**src/rtl/uart_rx_pkg.sv**
```systemverilog
// Shared types and sample-window constants for the oversampling UART receiver.
package uart_rx_pkg;

    typedef enum logic [2:0] {
        ST_IDLE   = 3'd0,
        ST_START  = 3'd1,
        ST_DATA   = 3'd2,
        ST_PARITY = 3'd3,
        ST_STOP   = 3'd4
    } rx_state_e;

    // Offsets around the mid-bit count (Prescale/2) where the line is sampled and acted on.
    localparam logic [5:0] SMP_EARLY_OFS = 6'd1;
    localparam logic [5:0] SMP_LATE_OFS  = 6'd1;
    localparam logic [5:0] VOTE_OFS      = 6'd2;
    localparam logic [5:0] ACT_OFS       = 6'd3;

endpackage

```
**src/rtl/uart_rx_sampler.sv**
```systemverilog
// Captures three line samples around mid-bit and registers their 2-of-3 majority.
module uart_rx_sampler
    import uart_rx_pkg::*;
(
    input  logic       clk,
    input  logic       rst,
    input  logic       rx_in,
    input  logic [5:0] edge_cnt,
    input  logic [5:0] mid,
    output logic       maj,
    output logic       bit_q
);

    logic [2:0] smp_q, smp_d;
    logic       bit_d;

    assign maj = (smp_q[0] & smp_q[1]) | (smp_q[0] & smp_q[2]) | (smp_q[1] & smp_q[2]);

    always_comb begin
        smp_d = smp_q;
        bit_d = bit_q;
        if (edge_cnt == mid - SMP_EARLY_OFS) smp_d[0] = rx_in;
        if (edge_cnt == mid)                 smp_d[1] = rx_in;
        if (edge_cnt == mid + SMP_LATE_OFS)  smp_d[2] = rx_in;
        if (edge_cnt == mid + VOTE_OFS)      bit_d    = maj;
    end

    always_ff @(posedge clk) begin
        if (rst) begin
            smp_q <= 3'b000;
            bit_q <= 1'b0;
        end else begin
            smp_q <= smp_d;
            bit_q <= bit_d;
        end
    end

endmodule

```
**src/rtl/uart_rx_top.sv**
```systemverilog
// 8-bit UART receiver: oversampled frame FSM with optional parity and stop check.
//   state  | meaning
//   IDLE   | line idle, waiting for a low level
//   START  | confirming the start bit (high majority = glitch)
//   DATA   | shifting in 8 data bits LSB first
//   PARITY | checking the parity bit
//   STOP   | checking the stop bit, publishing the frame result
module uart_rx_top
    import uart_rx_pkg::*;
(
    input  logic       CLK,
    input  logic       RST,
    input  logic       PAR_TYP,
    input  logic       PAR_EN,
    input  logic [5:0] Prescale,
    input  logic       RX_IN,
    output logic [7:0] P_DATA,
    output logic       Data_valid,
    output logic       Parity_Error,
    output logic       Stop_Error
);

    rx_state_e  state_q, state_d;
    logic [5:0] edge_cnt_q, edge_cnt_d;
    logic [2:0] bit_cnt_q, bit_cnt_d;
    logic [7:0] shift_q, shift_d;
    logic [7:0] p_data_q, p_data_d;
    logic       par_en_q, par_en_d;
    logic       par_typ_q, par_typ_d;
    logic       par_flag_q, par_flag_d;
    logic       stop_flag_q, stop_flag_d;
    logic       dv_q, dv_d;
    logic       pe_q, pe_d;
    logic       se_q, se_d;

    logic [5:0] mid, last_edge, vote_pt, act_pt;
    logic       maj, bit_q;

    assign mid       = {1'b0, Prescale[5:1]};
    assign last_edge = Prescale - 6'd1;
    assign vote_pt   = mid + VOTE_OFS;
    assign act_pt    = mid + ACT_OFS;

    uart_rx_sampler u_sampler (
        .clk      (CLK),
        .rst      (RST),
        .rx_in    (RX_IN),
        .edge_cnt (edge_cnt_q),
        .mid      (mid),
        .maj      (maj),
        .bit_q    (bit_q)
    );

    always_comb begin
        state_d     = state_q;
        edge_cnt_d  = (edge_cnt_q == last_edge) ? 6'd0 : edge_cnt_q + 6'd1;
        bit_cnt_d   = bit_cnt_q;
        shift_d     = shift_q;
        p_data_d    = p_data_q;
        par_en_d    = par_en_q;
        par_typ_d   = par_typ_q;
        par_flag_d  = par_flag_q;
        stop_flag_d = stop_flag_q;
        dv_d        = dv_q;
        pe_d        = pe_q;
        se_d        = se_q;

        case (state_q)
            ST_IDLE: begin
                edge_cnt_d = 6'd0;
                bit_cnt_d  = 3'd0;
                if (!RX_IN) begin
                    state_d     = ST_START;
                    par_en_d    = PAR_EN;
                    par_typ_d   = PAR_TYP;
                    par_flag_d  = 1'b0;
                    stop_flag_d = 1'b0;
                    dv_d        = 1'b0;
                    pe_d        = 1'b0;
                    se_d        = 1'b0;
                end
            end
            ST_START: begin
                // Decide on the fresh vote so a glitch releases the FSM as early as possible.
                if (edge_cnt_q == vote_pt && maj) begin
                    state_d    = ST_IDLE;
                    edge_cnt_d = 6'd0;
                end else if (edge_cnt_q == last_edge) begin
                    state_d = ST_DATA;
                end
            end
            ST_DATA: begin
                if (edge_cnt_q == act_pt) shift_d = {bit_q, shift_q[7:1]};
                if (edge_cnt_q == last_edge) begin
                    bit_cnt_d = bit_cnt_q + 3'd1;
                    if (bit_cnt_q == 3'd7) state_d = par_en_q ? ST_PARITY : ST_STOP;
                end
            end
            ST_PARITY: begin
                if (edge_cnt_q == act_pt) par_flag_d = bit_q ^ (^shift_q) ^ par_typ_q;
                if (edge_cnt_q == last_edge) state_d = ST_STOP;
            end
            ST_STOP: begin
                if (edge_cnt_q == vote_pt) stop_flag_d = ~maj;
                // Leave mid-bit so a start bit immediately after the stop bit is still caught.
                if (edge_cnt_q == act_pt) begin
                    state_d    = ST_IDLE;
                    edge_cnt_d = 6'd0;
                    p_data_d   = shift_q;
                    pe_d       = par_flag_q;
                    se_d       = stop_flag_q;
                    dv_d       = ~par_flag_q & ~stop_flag_q;
                end
            end
            default: begin
                state_d    = ST_IDLE;
                edge_cnt_d = 6'd0;
            end
        endcase
    end

    always_ff @(posedge CLK) begin
        if (RST) begin
            state_q     <= ST_IDLE;
            edge_cnt_q  <= 6'd0;
            bit_cnt_q   <= 3'd0;
            shift_q     <= 8'h00;
            p_data_q    <= 8'h00;
            par_en_q    <= 1'b0;
            par_typ_q   <= 1'b0;
            par_flag_q  <= 1'b0;
            stop_flag_q <= 1'b0;
            dv_q        <= 1'b0;
            pe_q        <= 1'b0;
            se_q        <= 1'b0;
        end else begin
            state_q     <= state_d;
            edge_cnt_q  <= edge_cnt_d;
            bit_cnt_q   <= bit_cnt_d;
            shift_q     <= shift_d;
            p_data_q    <= p_data_d;
            par_en_q    <= par_en_d;
            par_typ_q   <= par_typ_d;
            par_flag_q  <= par_flag_d;
            stop_flag_q <= stop_flag_d;
            dv_q        <= dv_d;
            pe_q        <= pe_d;
            se_q        <= se_d;
        end
    end

    assign P_DATA       = p_data_q;
    assign Data_valid   = dv_q;
    assign Parity_Error = pe_q;
    assign Stop_Error   = se_q;

endmodule

```
**config.mk**
```make
export PLATFORM = sky130hd
export DESIGN_NAME = uart_rx_top
export DESIGN_NICKNAME = d
export VERILOG_FILES = /design/src/rtl/uart_rx_pkg.sv /design/src/rtl/uart_rx_sampler.sv /design/src/rtl/uart_rx_top.sv
export SDC_FILE = /design/constraint.sdc
export NUM_CORES = 1
export LEC_CHECK = 0
export BUFFER_PORTS_ARGS = -buffer_cell sky130_fd_sc_hd__buf_4
export CAP_MARGIN = 40
export CORE_ASPECT_RATIO = 0.75
export CORE_MARGIN = 2
export CORE_UTILIZATION = 30
export CTS_CLUSTER_SIZE = 24
export DETAILED_ROUTE_END_ITERATION = 7
export SYNTH_ARGS = -nofsm -noshare
export SYNTH_HDL_FRONTEND = slang
export SYNTH_SLANG_ARGS = --single-unit
```
**constraint.sdc**
```tcl
create_clock -name CLK -period 2.3 [get_ports CLK]
set_clock_uncertainty 0.05 [all_clocks]
set_input_delay 0.115 -clock CLK [delete_from_list [all_inputs] [get_ports CLK]]
set_output_delay 0.115 -clock CLK [all_outputs]
set_load 0.01 [all_outputs]
```
==> run summary <==
The global-route wire length before repair came out at 8370 um. In this run the critical register-to-register path is captured at Data_valid$_SDFFE_PP0P_. The number of antenna violations at the first check in global routing is 0.

Setup repair after global routing left no endpoint under its margin. The first routing iteration left 91 violations. The cell count of the worst hold path came out at 3. The number of hold-slack violations in the final timing report is 0. The setup slack after layout came out at 0.147 ns. The power density normalized to cell area is 602 nW/um2. The type of the most critical hold path is in2reg.

For this design the top-level I/O count stands at 22. The total of endpoints with negative setup slack in the final report is 0. Routability-driven placement finished with a final weighted congestion of 0.861.

The number of sinks handled by clock tree synthesis is 39. The power share of the combinational group is 27.4%. The CTS clock-pin slew for the worst setup and hold paths is 0.08 ns.

Of the available clock period, the critical path in the final layout requires 93.6%. Entering global routing, the biggest net connects 38 pins. The finished cells cover 2870 um2. The count of state elements after synthesis is 39. The area overhead of the layout relative to synthesis is 22.8%.

Timing analysis after detailed placement gives a worst setup slack of -0.0739 ns. Summed over all nets, the half-perimeter wirelength after detailed placement is 3820 um. The area of placed instances came out at 2740 um2. Dividing the detail-routed via count by the number of cells gives 4.70. The number of buffer cells added on primary ports is 21. The fmax came out at 0.464 GHz. The number of enable-type register cells in the synthesized netlist is 0. The leakage power total is 1.16 nW.

The cell count after synthesis came out at 260. The die boundary height is 80.4 um. The data required time at the worst endpoint is 2.47 ns. The startpoint identified for the worst hold timing path is PAR_TYP.

After floorplanning, the core was divided into 27 placement rows. The maximum clock insertion buffer count is 2. The share of total power in the clock network is 28.5%. The run finished with clean final reports. The instance count after placement with tap cells included came out at 394. The slack of the worst reg-to-reg path came out at 0.15 ns. In this run the standard cell core region covers 7430 um2. The floorplan die area came out at 8520 um2.

At the end of the flow, the number of nets in the layout was 322. The sequential power share came out at 44.2%. The number of antenna diodes in the final layout is 0.

The share of layout cells above drive strength 1 came out at 22.8%. By startpoint and endpoint, the worst setup path is classified as reg2reg. In the synthesized netlist the async set-or-reset flop fraction comes to 0%.

The number of optimization iterations in the first detailed-route pass is 4. After detailed routing, the average wire length per cell comes to 12.4 um. Final hold analysis gives a worst-case slack of 0.0119 ns. In the routed design, unresolved DRC markers number 0. The category of the worst setup path capture point is a flop. The utilization after layout is 38.6%. For this run the aggregate overflow at the end of global routing stands at 0. STA classifies the critical path startpoint as a flop. The die extent in x is 106 um. The antenna violation net count after detailed routing came out at 0. Sequential elements use 33.4% of the synthesized area. The worst hold path terminates at par_typ_q$_SDFFE_PP0P_. The internal power contribution is 0.00117 W. Yosys printed 0 warnings. The total of hold buffers inserted after clock tree synthesis came out at 0.

The number of distinct library cells after synthesis is 50. The H-tree was split into 2 levels. The depth of the worst register-to-register path is 6.

Net switching is 32.3% of the power. The data arrival time at the worst-slack endpoint is 2.32 ns. The highest net fanout along the worst path came out at 5. The final max-slew violation count was 0. The combined area of all synthesized cells came out at 2340 um2.

The final critical delay including setup and external delays is 2.15 ns. The via count of the first global-routing pass came to 1730. The finished layout holds 403 standard cells, fillers aside. TritonCTS built the clock tree. The post-synthesis average cell area is 8.99 um2. The max capacitance violation total came out at 0. CTS placed an instance of sky130_fd_sc_hd__clkbuf_8 at the clock tree root. Once the floorplan was initialized, standard cells occupied 31.4% of the core. Across the VDD grid, the largest voltage drop is 0.225 mV.

Among all flip-flop cells after synthesis, the most frequent one is sky130_fd_sc_hd__dfxtp_1. The startpoint of the most critical register-to-register path is edge_cnt_q[4]$_SDFF_PP0_. The actual transition at the worst max-transition pin came out at 0.577 ns. The net switching power of the design is 0.000558 W. The headroom to the max-slew limit came out at 61.2%. The routed wire length came out at 4980 um. The net count after synthesis came out at 281. Global routing used 12.3% of the available tracks. The number of buffers inserted during clock tree synthesis is 5. The final route contains 1895 vias.

The clock latency reported for the late side of the worst-skew pair is 0.29 ns.
==> cells by family after synthesis <==
logic type	Yosys count	synth area share, %
AOI/OAI and AO/OA	36	11.3
xor gates and xnor gates	37	14.6
buffers and inverters	20	4.23
muxes	24	10.4
adders and majority gates	11	5.78
and+or+nand+nor	93	20.3
DFF	39	33.4
==> metrics by stage <==
step | total power (W) | setup TNS [ns]
3_3_place_gp | 0.00123 | -0.527
3_5_place_dp | 0.00124 | -1.28
5_1_grt | 0.00184 | 0
4_1_cts | 0.00173 | 0
2_1_floorplan | 0.00108 | 0
6_report | 0.00173 | 0
==> worst max-delay path: stages, from the launching register on <==
cell                        delay, ns
sky130_fd_sc_hd__dfxtp_1         0.33
sky130_fd_sc_hd__xnor2_1         0.49
sky130_fd_sc_hd__xor2_1          0.21
sky130_fd_sc_hd__a2111oi_4       0.32
sky130_fd_sc_hd__a21oi_2         0.11
sky130_fd_sc_hd__or4_1           0.43
sky130_fd_sc_hd__a21oi_1         0.15
==> layout by cell type, fill, tap and decap left out, types with 3 or more instances in the layout <==
cell                        n
sky130_fd_sc_hd__buf_4     44
sky130_fd_sc_hd__nor2_1    41
sky130_fd_sc_hd__dfxtp_1   39
sky130_fd_sc_hd__xnor2_1   23
sky130_fd_sc_hd__mux2i_1   22
sky130_fd_sc_hd__xor2_1    12
sky130_fd_sc_hd__nand2_1   11
sky130_fd_sc_hd__a21oi_1   10
sky130_fd_sc_hd__ha_1      10
sky130_fd_sc_hd__o21ai_0    9
sky130_fd_sc_hd__inv_1      8
sky130_fd_sc_hd__and2_1     6
sky130_fd_sc_hd__nand4_1    6
sky130_fd_sc_hd__clkbuf_8   6
sky130_fd_sc_hd__nand3_1    5
sky130_fd_sc_hd__nor2b_1    5
sky130_fd_sc_hd__o211ai_1   3
==> routing by layer <==
metal / wire length [um] / global-route usage (%) / up-vias
met2: 2120 / 17.8 / 28
met5: 0 / 0 / -
met4: 42 / 3.16 / 0
li1: - / - / 980
met1: 2650 / 18.3 / 879
met3: 179 / 2.35 / 8
==> worst max path at each step <==
stage | slack [ns] | to | cells after the start | start
5_1_grt | 0.02 | P_DATA[3]$_SDFFE_PP0P_ | 8 | edge_cnt_q[3]$_SDFF_PP0_
6_report | 0.15 | Data_valid$_SDFFE_PP0P_ | 6 | edge_cnt_q[4]$_SDFF_PP0_
3_3_place_gp | -0.04 | P_DATA[6]$_SDFFE_PP0P_ | 10 | Prescale[2]
2_1_floorplan | 0.22 | Data_valid$_SDFFE_PP0P_ | 7 | edge_cnt_q[2]$_SDFF_PP0_
3_5_place_dp | -0.07 | P_DATA[5]$_SDFFE_PP0P_ | 10 | Prescale[2]
4_1_cts | 0.09 | shift_q[4]$_SDFFE_PP0P_ | 6 | edge_cnt_q[4]$_SDFF_PP0_
==> sequential cells by signal, indices dropped and copies added (netlist names) <==
signal           count
par_en_q             1
stop_flag_q          1
Data_valid           1
bit_cnt_q            3
shift_q              8
edge_cnt_q           6
P_DATA               8
u_sampler.smp_q      3
Parity_Error         1
u_sampler.bit_q      1
par_flag_q           1
par_typ_q            1
Stop_Error           1
state_q              3
==> power by group through the flow <==
stage	Clock (W)	Sequential, W	Combinational [W]
after floorplan	0	0.000750	0.000329
after global placement	0	0.000773	0.000456
after detailed placement	0	0.000776	0.000463
after CTS	0.000509	0.000760	0.000464
after global routing	0.000545	0.000768	0.000523
final	0.000491	0.000763	0.000472
==> cell usage after synthesis, types with 2 or more instances <==
library cell               instances  area share, %
sky130_fd_sc_hd__a221oi_1          2           0.75
sky130_fd_sc_hd__nand3b_1          2           0.64
sky130_fd_sc_hd__xnor2_1          23            8.6
sky130_fd_sc_hd__clkbuf_1          5           0.80
sky130_fd_sc_hd__xor2_1           13            4.9
sky130_fd_sc_hd__ha_1             10            5.4
sky130_fd_sc_hd__inv_1             8            1.3
sky130_fd_sc_hd__nand4b_1          2           0.75
sky130_fd_sc_hd__dfxtp_1          39             33
sky130_fd_sc_hd__or4_1             2           0.64
sky130_fd_sc_hd__o21ai_0           9            1.9
sky130_fd_sc_hd__nor2b_1           5            1.3
sky130_fd_sc_hd__buf_6             2           0.96
sky130_fd_sc_hd__nor2_1           41            6.6
sky130_fd_sc_hd__nand3_2           2           0.86
sky130_fd_sc_hd__nand2_1          11            1.8
sky130_fd_sc_hd__buf_4             2           0.64
sky130_fd_sc_hd__nand3_1           5            1.1
sky130_fd_sc_hd__nor3_1            2           0.43
sky130_fd_sc_hd__and2_1            6            1.6
sky130_fd_sc_hd__a21oi_1          10            2.1
sky130_fd_sc_hd__o211ai_1          3           0.96
sky130_fd_sc_hd__mux2_2            2           0.96
sky130_fd_sc_hd__nand4_1           6            1.6
sky130_fd_sc_hd__a211oi_1          2           0.64
sky130_fd_sc_hd__mux2i_1          22            9.4
==> area by class of cell <==
cell class / instances / area, um2
fillers: 753 / 4560
multi-input cells: 201 / 1480
flip-flops and latches: 39 / 781
repair buffers: 45 / 350
well taps: 101 / 126
clock buffers: 6 / 82.6
inverters: 9 / 33.8
clock inverters: 2 / 16.3
==> timing repair <==
item                                    CTS  global route
endpoints found under the setup margin    0            25
resized for setup                         0             3
buffers inserted                          0             1
Note: power is estimated with default switching activity, not from simulation.
